<file path="config.mk">
export PLATFORM = sky130hd
export DESIGN_NAME = uart_baud_ctrl_flat
export DESIGN_NICKNAME = d
export VERILOG_FILES = /design/src/rtl/uart_baud_ctrl_if.sv /design/src/rtl/uart_baud_ctrl.sv /design/src/flat_wrapper.sv
export SDC_FILE = /design/constraint.sdc
export NUM_CORES = 1
export LEC_CHECK = 0
export CAP_MARGIN = 20
export CORE_ASPECT_RATIO = 0.7
export CORE_MARGIN = 10
export CORE_UTILIZATION = 45
export DETAILED_ROUTE_END_ITERATION = 12
export GPL_TIMING_DRIVEN = 0
export HOLD_SLACK_MARGIN = 0.12
export PLACE_DENSITY = 0.78
export SLEW_MARGIN = 20
export SYNTH_ARGS = -nofsm -noshare
export SYNTH_HDL_FRONTEND = slang
export SYNTH_SLANG_ARGS = --single-unit
</file>
<file path="constraint.sdc">
create_clock -name clk -period 3 [get_ports clk]
set_input_delay 0.6 -clock clk [delete_from_list [all_inputs] [get_ports clk]]
set_output_delay 0.6 -clock clk [all_outputs]
set_load 0.01 [all_outputs]
</file>
<file path="src/rtl/uart_baud_ctrl_if.sv">
// Config/status bundle between the register block, the baud controller and
// the uart_rx/uart_tx tick inputs.
interface uart_baud_ctrl_if #(
  parameter int unsigned DVSR_W = 16
);
  logic              cfg_valid;
  logic              cfg_ready;
  logic [DVSR_W-1:0] cfg_dvsr;
  logic              cfg_en;
  logic              rx_busy;
  logic              tx_busy;
  logic              s_tick;
  logic [DVSR_W-1:0] active_dvsr;
  logic              running;
  logic              cfg_err;
  logic              cfg_forced;

  modport master (
    output cfg_valid, cfg_dvsr, cfg_en, rx_busy, tx_busy,
    input  cfg_ready, s_tick, active_dvsr, running, cfg_err, cfg_forced
  );

  modport slave (
    input  cfg_valid, cfg_dvsr, cfg_en, rx_busy, tx_busy,
    output cfg_ready, s_tick, active_dvsr, running, cfg_err, cfg_forced
  );
endinterface

</file>
<file path="src/rtl/uart_baud_ctrl.sv">
// Programmable oversampling tick generator; divisor/enable changes are held
// back until both UART paths are idle so no character is cut mid-frame.
module uart_baud_ctrl #(
  parameter int unsigned        DVSR_W       = 16,
  parameter logic [DVSR_W-1:0]  DEFAULT_DVSR = 3,
  parameter int unsigned        DRAIN_MAX    = 0
) (
  input  logic              clk,
  input  logic              reset_n,
  uart_baud_ctrl_if.slave   bus
);

  localparam int unsigned          DRAIN_W     = (DRAIN_MAX > 1) ? $clog2(DRAIN_MAX) : 1;
  localparam logic [DRAIN_W-1:0]   DRAIN_LAST  = DRAIN_W'((DRAIN_MAX == 0) ? 0 : DRAIN_MAX - 1);
  localparam bit                   HAS_TIMEOUT = (DRAIN_MAX != 0);

  typedef enum logic [1:0] {
    ST_RUN   = 2'd0,
    ST_STOP  = 2'd1,
    ST_DRAIN = 2'd2,
    ST_APPLY = 2'd3
  } state_t;

  state_t              state_q,      state_d;
  logic [DVSR_W-1:0]   cnt_q,        cnt_d;
  logic [DVSR_W-1:0]   dvsr_q,       dvsr_d;
  logic                en_q,         en_d;
  logic [DVSR_W-1:0]   pend_dvsr_q,  pend_dvsr_d;
  logic                pend_en_q,    pend_en_d;
  logic [DRAIN_W-1:0]  drain_cnt_q,  drain_cnt_d;
  logic                cfg_err_q,    cfg_err_d;
  logic                cfg_forced_q, cfg_forced_d;

  logic                count_en_s;
  logic                tick_s;
  logic                lines_idle_s;

  // State and datapath registers.
  always_ff @(posedge clk or negedge reset_n) begin
    if (!reset_n) begin
      state_q      <= ST_RUN;
      cnt_q        <= {DVSR_W{1'b0}};
      dvsr_q       <= DEFAULT_DVSR;
      en_q         <= 1'b1;
      pend_dvsr_q  <= DEFAULT_DVSR;
      pend_en_q    <= 1'b1;
      drain_cnt_q  <= {DRAIN_W{1'b0}};
      cfg_err_q    <= 1'b0;
      cfg_forced_q <= 1'b0;
    end else begin
      state_q      <= state_d;
      cnt_q        <= cnt_d;
      dvsr_q       <= dvsr_d;
      en_q         <= en_d;
      pend_dvsr_q  <= pend_dvsr_d;
      pend_en_q    <= pend_en_d;
      drain_cnt_q  <= drain_cnt_d;
      cfg_err_q    <= cfg_err_d;
      cfg_forced_q <= cfg_forced_d;
    end
  end

  // Next-state, counter and handshake decode.
  always_comb begin
    state_d      = state_q;
    dvsr_d       = dvsr_q;
    en_d         = en_q;
    pend_dvsr_d  = pend_dvsr_q;
    pend_en_d    = pend_en_q;
    drain_cnt_d  = drain_cnt_q;
    cfg_err_d    = 1'b0;
    cfg_forced_d = 1'b0;
    lines_idle_s = !bus.rx_busy && !bus.tx_busy;

    // While draining the old rate keeps ticking so an in-flight frame completes.
    count_en_s = (state_q == ST_RUN) || ((state_q == ST_DRAIN) && en_q);
    tick_s     = count_en_s && (cnt_q == (dvsr_q - DVSR_W'(1)));

    if (!count_en_s) begin
      cnt_d = {DVSR_W{1'b0}};
    end else if (tick_s) begin
      cnt_d = {DVSR_W{1'b0}};
    end else begin
      cnt_d = cnt_q + DVSR_W'(1);
    end

    case (state_q)
      ST_RUN, ST_STOP: begin
        if (!bus.cfg_valid) begin
          state_d = state_q;
        end else if (bus.cfg_dvsr == {DVSR_W{1'b0}}) begin
          cfg_err_d = 1'b1;
        end else begin
          pend_dvsr_d = bus.cfg_dvsr;
          pend_en_d   = bus.cfg_en;
          drain_cnt_d = {DRAIN_W{1'b0}};
          state_d     = ST_DRAIN;
        end
      end
      ST_DRAIN: begin
        if (lines_idle_s) begin
          state_d = ST_APPLY;
        end else if (HAS_TIMEOUT && (drain_cnt_q == DRAIN_LAST)) begin
          state_d      = ST_APPLY;
          cfg_forced_d = 1'b1;
        end else begin
          drain_cnt_d = drain_cnt_q + DRAIN_W'(1);
        end
      end
      ST_APPLY: begin
        dvsr_d = pend_dvsr_q;
        en_d   = pend_en_q;
        if (pend_en_q) begin
          state_d = ST_RUN;
        end else begin
          state_d = ST_STOP;
        end
      end
      default: begin
        state_d = ST_RUN;
      end
    endcase
  end

  assign bus.s_tick      = tick_s;
  assign bus.cfg_ready   = (state_q == ST_RUN) || (state_q == ST_STOP);
  assign bus.running     = (state_q == ST_RUN);
  assign bus.active_dvsr = dvsr_q;
  assign bus.cfg_err     = cfg_err_q;
  assign bus.cfg_forced  = cfg_forced_q;

endmodule

</file>
<file path="src/flat_wrapper.sv">
// flat-port wrapper written by rule: the top's interface ports become plain ports
module uart_baud_ctrl_flat 
#(
  parameter int unsigned        DVSR_W       = 16,
  parameter logic [DVSR_W-1:0]  DEFAULT_DVSR = 3,
  parameter int unsigned        DRAIN_MAX    = 0
)
  (clk, reset_n, bus_cfg_valid, bus_cfg_dvsr, bus_cfg_en, bus_rx_busy, bus_tx_busy, bus_cfg_ready, bus_s_tick, bus_active_dvsr, bus_running, bus_cfg_err, bus_cfg_forced);
  uart_baud_ctrl_if #(.DVSR_W(DVSR_W)) bus_i ();
  input  logic clk;
  input  logic reset_n;
  input wire logic [$bits(bus_i.cfg_valid)-1:0] bus_cfg_valid;
  input wire logic [$bits(bus_i.cfg_dvsr)-1:0] bus_cfg_dvsr;
  input wire logic [$bits(bus_i.cfg_en)-1:0] bus_cfg_en;
  input wire logic [$bits(bus_i.rx_busy)-1:0] bus_rx_busy;
  input wire logic [$bits(bus_i.tx_busy)-1:0] bus_tx_busy;
  output wire logic [$bits(bus_i.cfg_ready)-1:0] bus_cfg_ready;
  output wire logic [$bits(bus_i.s_tick)-1:0] bus_s_tick;
  output wire logic [$bits(bus_i.active_dvsr)-1:0] bus_active_dvsr;
  output wire logic [$bits(bus_i.running)-1:0] bus_running;
  output wire logic [$bits(bus_i.cfg_err)-1:0] bus_cfg_err;
  output wire logic [$bits(bus_i.cfg_forced)-1:0] bus_cfg_forced;
  assign bus_i.cfg_valid = bus_cfg_valid;
  assign bus_i.cfg_dvsr = bus_cfg_dvsr;
  assign bus_i.cfg_en = bus_cfg_en;
  assign bus_i.rx_busy = bus_rx_busy;
  assign bus_i.tx_busy = bus_tx_busy;
  assign bus_cfg_ready = bus_i.cfg_ready;
  assign bus_s_tick = bus_i.s_tick;
  assign bus_active_dvsr = bus_i.active_dvsr;
  assign bus_running = bus_i.running;
  assign bus_cfg_err = bus_i.cfg_err;
  assign bus_cfg_forced = bus_i.cfg_forced;
  uart_baud_ctrl #(.DVSR_W(DVSR_W), .DEFAULT_DVSR(DEFAULT_DVSR), .DRAIN_MAX(DRAIN_MAX)) u_core (.clk(clk), .reset_n(reset_n), .bus(bus_i));
endmodule
</file>
After elaboration in Yosys (flattened, before gate mapping)
Index checks and enable logic that the tools add are counted.
{ "op_classes": {"bitwise": 1, "n_addsub": 2, "n_reduce_logical": 12, "eq_ne": 7, "n_mux": 10} }
{ "op_table": {"columns": ["cell", "count"], "rows": [
  ["$mux 16", 2],
  ["$add 16x1->16 const B", 1],
  ["$eq 16x16->1", 1],
  ["$logic_not 16->1", 1],
  ["$sub 16x1->16 const B", 1],
  ["$mux 2", 3],
  ["$pmux 2 s3", 1],
  ["$reduce_and 3->1", 2],
  ["$eq 2x2->1 const B", 2],
  ["$mux 1", 4],
  ["$ne 2x2->1 const B", 2],
  ["$logic_and 1x1->1", 3],
  ["$eq 2x1->1 const B", 1],
  ["$logic_not 1->1", 2],
  ["$logic_not 2->1", 1],
  ["$logic_or 1x1->1", 2],
  ["$ne 2x1->1 const B", 1],
  ["$reduce_or 2->1", 1],
  ["$not 1->1", 1]
]} }
{ "word_totals": {"elab_cells": 39, "out_inout_bits": 21, "regBits": 53, "inputBits": 22} }

Depth between registers and ports, before layout
Gate-level depths: netlist of run 1.
{ "logic_depth": {"depth_word": 6, "mapped_depth": 10, "mapped_depth_nobuf": 9} }

Least setup slack after synthesis of run 1
No wires, ideal clock.
{ "synth_path": {"path_kind": "reg2reg", "from": "reg u_core.dvsr_q[0], in the netlist u_core.bus.active_dvsr[0]", "to": "reg u_core.cnt_q[11]", "t_arrival_ns": 2.654, "synth_period_minus_slack_ns": 2.773, "setup_ns": 0.119, "required_ns": 2.881, "path_buffers": 1, "slack_ns": 0.227, "stages_incl_launch_ff": 11, "cell_sequence": "dfstp_2 > inv_1 > ha_1 > nor4b_4 > nand2_1 > a21oi_1 > o311a_1 > or4_4 > o41ai_4 > buf_6 > nor2_1"} }
{ "synth_between": {"elab_chain_cells": 5} }
{ "synth_rtl": {"columns": ["element", "line_no", "source"], "rows": [
  ["start, declared", "uart_baud_ctrl.sv:26", "logic [DVSR_W-1:0] dvsr_q, dvsr_d;"],
  ["start signal, assigned", "uart_baud_ctrl.sv:53", "dvsr_q <= dvsr_d;"],
  ["$sub 16x1->16", "uart_baud_ctrl.sv:77", "tick_s = count_en_s && (cnt_q == (dvsr_q - DVSR_W'(1)));"],
  ["$eq 16x16->1", "uart_baud_ctrl.sv:77", null],
  ["$logic_and 1x1->1", "uart_baud_ctrl.sv:77", null],
  ["$mux 16", "uart_baud_ctrl.sv:81", "end else if (tick_s) begin"],
  ["$mux 16", "uart_baud_ctrl.sv:79", "if (!count_en_s) begin"],
  ["named net u_core.cnt_d[11]", "uart_baud_ctrl.sv:25", "logic [DVSR_W-1:0] cnt_q, cnt_d;"],
  ["end signal, assigned", "uart_baud_ctrl.sv:42", "cnt_q <= {DVSR_W{1'b0}};"],
  ["end signal, assigned", "uart_baud_ctrl.sv:52", "cnt_q <= cnt_d;"],
  ["end, declared", "uart_baud_ctrl.sv:25", null]
]} }
The timed path passes the listed nets, and every way through them passes these cells.
A chain may end at the register's enable or synchronous reset.

Worst setup path after layout of run 1
{ "layout_path": {"from": "reg u_core.dvsr_q[2], in the netlist u_core.bus.active_dvsr[2]", "to": "out bus_s_tick"} }
{ "layout_between": {"elab_chain_cells": 3} }
{ "layout_rtl": {"columns": ["element", "line_no", "source"], "rows": [
  ["$sub 16x1->16", "uart_baud_ctrl.sv:77", null],
  ["$eq 16x16->1", "uart_baud_ctrl.sv:77", null],
  ["$logic_and 1x1->1", "uart_baud_ctrl.sv:77", null],
  ["end, declared", "flat_wrapper.sv:18", "output wire logic [$bits(bus_i.s_tick)-1:0] bus_s_tick;"]
]} }
No other way between the ends.

==> flow_summary.yaml, run 1 <==
yosys:
  yosysWarnings: 0
  synth_nets: 279
  synth.area.mux_share: 0.156
  ys_types: 46
  ys.flop_type: "dfrtp_1"
  syn-mean-instance-area_sq_um: 11.0
  netlist_area_sq_um: 2820
  yosys.area_share.simple: 0.187
  async_flop_share: 1.00
  synthXorXnorAreaFrac: 0.0933
  syn_inst: 255
  synth_common_cells: "47 x dfrtp_1, 35 x mux2_2, 27 x nor2_1"
  synth_compound_area_frac: 0.0506
  synth-seq-cells: 53
  yosysMostFrequentCell: "dfrtp_1"
  yosysTopAreaCellShare: 0.418
  synthAdderAreaFrac: 0.00888
  synth.largest_area_cell: "dfrtp_1"
  synthTopCellsByArea: "dfrtp_1 42%, mux2_2 14%, xor2_1 6.5%"
  synth_edf_count: 0
  synth_top_family_by_area: "simple AND/OR/NAND/NOR gates"
  yosysSeqAreaShare: 0.474
setup_path:
  max_stage_delay_ns: 0.45
  worstPathMaxFanout: 4
  cp.required_ns: 2.40
  r2r_setup_slack_ns: 0.09
  critPathBufInv: 2
  cp-start-kind: "register"
  arrival_ns: 2.47
  critPathCaptureType: "output port"
  path_cells: "buf_6, nor4b_4, and4b_1, a21oi_2, o311a_1, nor2_1, nand2_1, nor3_2, buf_2"
  cp_slowest_cell: "dfrtp_2"
  crit_type: "reg -> out"
  crit_family: "simple AND/OR/NAND/NOR gates"
clocking:
  clockBufferDepth: 2
  cts_buffers: 5
  cts.clk_slew.worst_paths_ns: 0.10
  htree_levels: 2
  cts_root_buf: "clkbuf_8"
  cts_tree: "yes"
  cts_hold_buffers: 0
  worst_skew_pair.late_latency_ns: 0.31
  cts_sinks: 53
routing:
  viasPerCell: 5.34
  avgRoutedWirePerCell_microns: 16.7
  antenna_left: 0
  vias: 2100
  first_iter_violations: 67
  drcViolationCount: 0
  wl_microns: 6560
  drt_pass1_iterations: 4
global_routing:
  grt_overflow: 0
  grt_pass1_wl_microns: 11200
  grt_pass1_vias: 2235
  antenna_found_initial: 0
  grt_use_total: 0.138
  grt_max_degree: 54
placement:
  dpl.hpwl_microns: 4720
  gp_congestion: 0.825
  placed_area_sq_um: 3320
  port_buffers: 41
  dp_cells: 374
power:
  p_sw_mw: 1.28
  p_leak_nw: 1.49
  clock_power_share: 0.128
  p_sw_frac: 0.378
  peakVddDrop_v: 0.000495
  power_frac_seq: 0.387
  internal-power_mw: 2.11
  power_density_nw_per_um2: 954
  pwr-share-comb: 0.485
cells_and_area:
  antenna_cells: 0
  drive_above_1_share: 0.263
  layoutNonFillerInstCount: 393
  nFillCells: 503
  areaGrowthSynthToFinish_pct: 26.5
  design_area_sq_um: 3560
  fin_nets: 338
job:
  max_cap_violations: 0
timing:
  rsz0062_at_grt: "true"
  tightest_slew_ns: 0.673
  worst_clock_skew_ns: 0.00940
  drv_slew: 0
  relSlewSlack: 0.551
  finalCriticalPeriod_ns: 3.07
  hold_ws_ns: 0.318
  finalCritPeriodShare: 1.02
  setup-violations-final: 1
  layout_setup_ws_ns: -0.0674
  hold_viol_final: 0
  fmax_mhz: 326
  fin_setup_tns_ns: -0.0674
status:
  violations: "negative setup slack"
  status: "finished, violations left"
min_path:
  hold_class: "in -> async"
die:
  fp.dieW_microns: 115
  rows: 24
  ios: 43
  dieArea_sq_um: 9870
  initial_utilization: 0.458
  coreArea_sq_um: 6160
  die_y_microns: 86.2
[worst paths after layout]
path	cells past startpoint	from	to
worst min-delay path	1	reset_n	u_core.cnt_q[5]
min in group clk	1	u_core.pend_dvsr_q[6]	u_core.pend_dvsr_q[6]
worst max register to register	10	u_core.bus.active_dvsr[2]	u_core.cnt_q[7]
worst max-delay path	9	u_core.bus.active_dvsr[2]	bus_s_tick
max in group asynchronous	1	reset_n	u_core.bus.active_dvsr[2]
worst min register to register	1	u_core.pend_dvsr_q[6]	u_core.pend_dvsr_q[6]
[cell type report]
type,instances,area [sq um],share of cell area
Timing Repair Buffer,53,494,0.139
Inverter,8,30.0,0.00843
Clock inverter,2,17.5,0.00492
Buffer,10,48.8,0.0137
Sequential cell,53,1340,0.375
Clock buffer,6,82.6,0.0232
Multi-Input combinational cell,183,1460,0.409
Tap cell,78,97.6,0.0274
[state kept, by name (all words and copies together) (netlist names)]
| name | cells |
|---|---|
| u_core.bus.cfg_err | 1 |
| u_core.pend_dvsr_q | 16 |
| u_core.cnt_q | 16 |
| u_core.en_q | 1 |
| u_core.bus.active_dvsr | 16 |
| u_core.state_q | 2 |
| u_core.pend_en_q | 1 |
[cell families after synthesis]
| logic type | count (synthesis) |
|---|---|
| xor+xnor | 30 |
| compound gates | 17 |
| mux | 39 |
| fa+ha+maj | 2 |
| flops | 53 |
| simple gates | 94 |
| buf+inv | 19 |
| other cells | 1 |
[stage by stage]
stage | worst slack, ns | power [mW] | util
3_3_place_gp | -0.383 | 2.71 | 0.540
2_1_floorplan | 0.227 | 2.21 | -
5_1_grt | -0.263 | 3.65 | 0.579
6_report | -0.0674 | 3.40 | 0.579
3_5_place_dp | -0.473 | 2.77 | 0.540
4_1_cts | 0.00528 | 3.36 | 0.575
[layout by cell type, fill, tap and decap left out, drive strengths merged, types with 2 or more instances in the layout]
| master | Yosys | layout |
|---|---|---|
| nor4 | 5 | 5 |
| o21bai | 2 | 2 |
| nor3 | 9 | 9 |
| o21ai | 2 | 2 |
| ha | 2 | 2 |
| a31oi | 2 | 2 |
| xnor2 | 9 | 9 |
| xor2 | 21 | 21 |
| nor3b | 4 | 4 |
| nor4b | 3 | 3 |
| dfstp | 6 | 6 |
| nand4 | 3 | 3 |
| nor2 | 27 | 27 |
| mux2i | 3 | 3 |
| nand3 | 17 | 17 |
| and4b | 2 | 2 |
| a21oi | 2 | 2 |
| nand2b | 3 | 3 |
| mux2 | 36 | 36 |
| nand2 | 9 | 9 |
| o41ai | 2 | 2 |
| nor2b | 2 | 2 |
| dfrtp | 47 | 47 |
| clkdlybuf4s50 | 0 | 39 |
| inv | 8 | 9 |
| and3 | 7 | 7 |
| buf | 4 | 17 |
| clkbuf | 7 | 13 |
[timing repair]
| action | in CTS | in global routing |
|---|---|---|
| pin swaps | 6 | 2 |
| endpoints found under the setup margin | 11 | 15 |
| gates resized for setup | 17 | 2 |
| gates cloned | 0 | 1 |
| buffers inserted | 9 | 2 |
[power groups by stage]
stage / registers, mW / clock network (mW) / logic, mW
floorplan: 1.28 / 0 / 0.927
global placement: 1.30 / 0 / 1.41
detailed placement: 1.32 / 0 / 1.45
CTS: 1.30 / 0.455 / 1.61
global route: 1.37 / 0.480 / 1.80
finish: 1.32 / 0.434 / 1.65
[layer usage]
layer  wire, microns  global-route usage  vias up
li1                -                   -     1018
met1            3040               0.182     1032
met2            3000               0.213       45
met3             491              0.0476        5
met4              29              0.0318        0
met5               0                   0        -
(Power assumes the default switching activity.)
==> run 2: changes to the inputs <==
Settings changed: CORE_UTILIZATION 45 to 54, PLACE_DENSITY 0.78 to 0.9.
==> run 2 against run 1 <==
Flip-flop and latch count unchanged. Design area down 1.2%. Register-to-register slack improved by 0.02 ns. Combinational power barely moved. Final cell count shrank 3.6%. Wire length rose by 4.2%. Utilization grew 14 points. Die area fell by 13%. Critical endpoint unchanged. Sequential power hardly changed. Largest power group unchanged. Setup slack worse by 0.096 ns. Global-route usage is 2.8 points higher. Via count grew 1.1%. The run still ends with negative setup slack left.
==> flow_summary.yaml, run 2 (synthesized netlist as in run 1, its figures left out) <==
status:
  status: "finished, violations left"
  violations: "negative setup slack"
timing:
  fmax_mhz: 316
  hold_viol_final: 0
  finalCritPeriodShare: 1.05
  setup-violations-final: 1
  drv_slew: 0
  rsz0062_at_grt: "true"
  relSlewSlack: 0.565
  finalCriticalPeriod_ns: 3.16
  worst_clock_skew_ns: 0.00859
  hold_ws_ns: 0.296
  layout_setup_ws_ns: -0.164
  tightest_slew_ns: 0.653
clocking:
  worst_skew_pair.late_latency_ns: 0.32
  cts.clk_slew.worst_paths_ns: 0.10
  cts_tree: "yes"
  cts_hold_buffers: 0
  clockBufferDepth: 2
  cts_sinks: 53
  htree_levels: 2
  cts_root_buf: "clkbuf_8"
  cts_buffers: 5
setup_path:
  arrival_ns: 2.56
  crit_type: "reg -> out"
  r2r_cells: 9
  critPathCaptureType: "output port"
  cp.required_ns: 2.40
  cp-start-kind: "register"
  worstPathMaxFanout: 5
cells_and_area:
  nFillCells: 355
  areaGrowthSynthToFinish_pct: 24.9
  antenna_cells: 0
  multi_input_area_sq_um: 1460
  layout_common_cells: "46 x dfrtp_1, 39 x clkdlybuf4s50_1, 35 x mux2_2"
  final_common_cell: "dfrtp_1"
  seq_area_sq_um: 1340
  fin_nets: 333
  drive_above_1_share: 0.252
global_routing:
  grt_overflow: 0
  grt_pass1_wl_microns: 11500
  antenna_found_initial: 0
  grt_max_degree: 54
  grt_use_total: 0.165
  grt_pass1_vias: 2299
routing:
  drcViolationCount: 0
  avgRoutedWirePerCell_microns: 18.0
  drt_pass1_iterations: 4
  viasPerCell: 5.60
  antenna_left: 0
  first_iter_violations: 122
  wl_microns: 6840
  vias: 2123
power:
  p_sw_mw: 1.31
  p_leak_nw: 1.46
  peakVddDrop_v: 0.000612
  power_frac_seq: 0.390
  internal-power_mw: 2.07
  clock_power_share: 0.123
  p_sw_frac: 0.389
  power_density_nw_per_um2: 960
  pwr-share-comb: 0.487
placement:
  dpl.hpwl_microns: 4940
  place_ws_ns: -0.418
  port_buffers: 41
  gp_congestion: 0.840
die:
  initial_utilization: 0.573
  dieArea_sq_um: 8550
  die_y_microns: 80.4
  coreArea_sq_um: 4910
  ios: 43
  fp.dieW_microns: 106
  rows: 21
min_path:
  hold_class: "in -> async"
job:
  max_cap_violations: 0
[run 2: timing repair]
item                       CTS  global route
buffers inserted             4             2
pin swaps                    5             5
gates resized for setup     15             5
setup endpoints to repair   11            17
hold endpoints to repair     0             0
[run 2: area by class of cell]
class                   count  area share
multi-input cells         183       0.414
clock buffers               6      0.0206
well taps                  69      0.0245
inverters                   8     0.00853
repair buffers             47       0.131
clock inverters             2     0.00462
flip-flops and latches     53       0.379
plain buffers              11      0.0171
[run 2: worst paths after layout]
kind	start	endpoint	slack [ns]
worst max-delay path	u_core.bus.active_dvsr[2]	bus_s_tick	-0.16
worst min-delay path	reset_n	u_core.cnt_q[5]	0.30
worst max register to register	u_core.bus.active_dvsr[2]	u_core.cnt_q[2]	0.11
worst min register to register	u_core.pend_dvsr_q[4]	u_core.pend_dvsr_q[4]	0.52
max in group asynchronous	reset_n	u_core.bus.active_dvsr[2]	2.22
min in group clk	u_core.pend_dvsr_q[4]	u_core.pend_dvsr_q[4]	0.52
[run 2: power groups by stage]
| stage | Sequential [mW] | Clock, mW | Combinational (mW) |
|---|---|---|---|
| after floorplan | 1.28 | 0 | 0.927 |
| final | 1.32 | 0.416 | 1.64 |
| after CTS | 1.31 | 0.419 | 1.60 |
| after detailed placement | 1.32 | 0 | 1.47 |
| after global placement | 1.30 | 0 | 1.40 |
| after global routing | 1.36 | 0.446 | 1.78 |
[run 2: worst max-delay path, cell delays in order (launching register included)]
cell,delay [ns]
dfrtp_2,0.46
buf_12,0.15
nor4b_4,0.32
and4b_1,0.23
a21oi_1,0.05
o311a_1,0.39
nor2_1,0.13
nand2_1,0.11
nor3_2,0.25
buf_2,0.18
[run 2: metrics by stage]
stage / TNS (ns) / instances / power, mW / instance area (sq um) / util
CTS: -0.0108 / 377 / 3.32 / 3480 / 0.709
detailed placement: -0.977 / 365 / 2.79 / 3310 / 0.674
floorplan: 0 / 255 / 2.21 / 2820 / -
global placement: -8.61 / 365 / 2.70 / 3310 / 0.674
global route: -0.259 / 379 / 3.59 / 3520 / 0.716
finish: -0.164 / 379 / 3.38 / 3520 / 0.716
[run 2: layer usage]
metal,wire (microns),track usage,part of all wire
met1,3140,0.210,0.46
met2,3160,0.260,0.46
met3,444,0.0566,0.065
met4,95,0.0526,0.014
met5,0,0,0
==> run 3: changes to the inputs <==
Settings changed: CORE_MARGIN 10 to unset.
==> run 3 against run 2 <==
The run now ends clean. Utilization up 2.2 points. Via count up 2.4%. Global-route usage up 9.6 points. Count of clock-buffer cells in the layout unchanged. Setup slack better by 0.18 ns. Clock skew down 0.0022 ns. Die area down 36%. Wire length down 2.5%. First-iteration DRC count down 3.3%. Register-to-register slack worse by 0.07 ns. Non-clock buffer count up 4. Critical path type unchanged. Highest routed layer unchanged.
==> flow_summary.yaml, run 3 (synthesized netlist as in run 1, its figures left out) <==
global_routing:
  antenna_found_initial: 0
  grt_max_degree: 54
  grt_pass1_vias: 2264
  grt_pass1_wl_microns: 10900
  grt_use_total: 0.261
  grt_overflow: 0
power:
  power_density_nw_per_um2: 973
  p_leak_nw: 1.49
  pwr-share-comb: 0.491
  internal-power_mw: 2.14
  power_frac_seq: 0.382
  peakVddDrop_v: 0.000551
  power.total_mw: 3.51
  clock_power_share: 0.127
  p_sw_frac: 0.391
  p_sw_mw: 1.37
timing:
  rsz0062_at_grt: "true"
  fmax_mhz: 335
  hold_viol_final: 0
  worst_clock_skew_ns: 0.00637
  hold_ws_ns: 0.294
  setup-violations-final: 0
  finalCriticalPeriod_ns: 2.98
  drv_slew: 0
  relSlewSlack: 0.572
  fin_setup_tns_ns: 0
  tightest_slew_ns: 0.642
  finalCritPeriodShare: 0.995
routing:
  drt_pass1_iterations: 4
  antenna_left: 0
  avgRoutedWirePerCell_microns: 17.4
  routedLengthMet1_microns: 3010
  first_iter_violations: 118
  drcViolationCount: 0
  wl_microns: 6670
  dr_wl_met3_microns: 288
  vias: 2175
  viasPerCell: 5.68
  wl_met2_microns: 3240
  top_layer: "met4"
die:
  rows: 21
  die_y_microns: 62.4
  dieArea_sq_um: 5510
  ios: 43
  fp.dieW_microns: 88.3
  coreArea_sq_um: 4890
  initial_utilization: 0.576
clocking:
  cts.clk_slew.worst_paths_ns: 0.10
  cts_hold_buffers: 0
  cts_buffers: 5
  worst_skew_pair.late_latency_ns: 0.31
  htree_levels: 2
  cts_sinks: 53
  cts_root_buf: "clkbuf_8"
  cts_tree: "yes"
  clockBufferDepth: 2
cells_and_area:
  drive_above_1_share: 0.299
  layoutNonFillerInstCount: 383
  final_common_cell: "dfrtp_1"
  areaGrowthSynthToFinish_pct: 28.0
  layout_common_cells: "46 x dfrtp_1, 39 x clkdlybuf4s50_1, 35 x mux2_2"
  antenna_cells: 0
  fin_nets: 337
  design_area_sq_um: 3600
placement:
  gp_congestion: 0.801
  port_buffers: 41
  dpl.hpwl_microns: 4610
  placed_area_sq_um: 3310
  dp_cells: 365
setup_path:
  worstPathMaxFanout: 3
  crit_type: "reg -> out"
  arrival_ns: 2.38
  critPathCaptureType: "output port"
  cp-start-kind: "register"
  cp.required_ns: 2.40
job:
  max_cap_violations: 0
status:
  status: "complete, no violations"
min_path:
  hold_class: "in -> async"
[run 3: per-stage QoR]
step / worst slack (ns) / util
finish: 0.0163 / 0.738
detailed placement: -0.444 / 0.677
CTS: 0.0128 / 0.721
global placement: -0.318 / 0.678
global route: -0.0953 / 0.738
floorplan: 0.227 / -
[run 3: cell type report]
cell class	instances	area, sq um
multi-input cells	183	1510
flip-flops and latches	53	1340
fillers	344	1280
repair buffers	52	490
well taps	69	86.3
clock buffers	6	82.6
plain buffers	10	52.6
inverters	8	30.0
clock inverters	2	17.5
[run 3: power groups by stage]
stage | logic, mW | clock network, mW | registers (mW)
floorplan | 0.927 | 0 | 1.28
global placement | 1.38 | 0 | 1.30
detailed placement | 1.45 | 0 | 1.33
CTS | 1.63 | 0.447 | 1.31
global route | 1.85 | 0.477 | 1.37
finish | 1.72 | 0.445 | 1.34
[run 3: final timing paths]
check / start / to / slack (ns) / depth (start not counted)
worst max-delay path: u_core.bus.active_dvsr[2] / bus_s_tick / 0.02 / 8
worst min-delay path: reset_n / u_core.cnt_q[0] / 0.29 / 1
worst max register to register: u_core.bus.active_dvsr[2] / u_core.cnt_q[5] / 0.04 / 10
worst min register to register: u_core.pend_dvsr_q[2] / u_core.pend_dvsr_q[2] / 0.51 / 1
max in group asynchronous: reset_n / u_core.bus.active_dvsr[2] / 2.24 / 1
min in group clk: u_core.pend_dvsr_q[2] / u_core.pend_dvsr_q[2] / 0.51 / 1
[run 3: worst max-delay path: stages (launching register included)]
cell     delay (ns)
dfrtp_2        0.44
or3_4          0.40
nor4b_4        0.23
nand3_1        0.13
mux2_4         0.33
nor3_2         0.15
nand2_1        0.08
nor3_2         0.14
buf_2          0.16
[run 3: repair_timing]
action	4_1_cts	5_1_grt
setup buffers	6	4
setup endpoints to repair	11	16
cloned	0	1
endpoints found under the hold margin	0	0
gates resized for setup	19	15
pin swaps	4	12
[run 3: routing by layer]
metal | GRT usage | vias to the layer above
li1 | - | 1015
met1 | 0.354 | 1081
met2 | 0.420 | 64
met3 | 0.0502 | 15
met4 | 0.0887 | 0
met5 | 0 | -
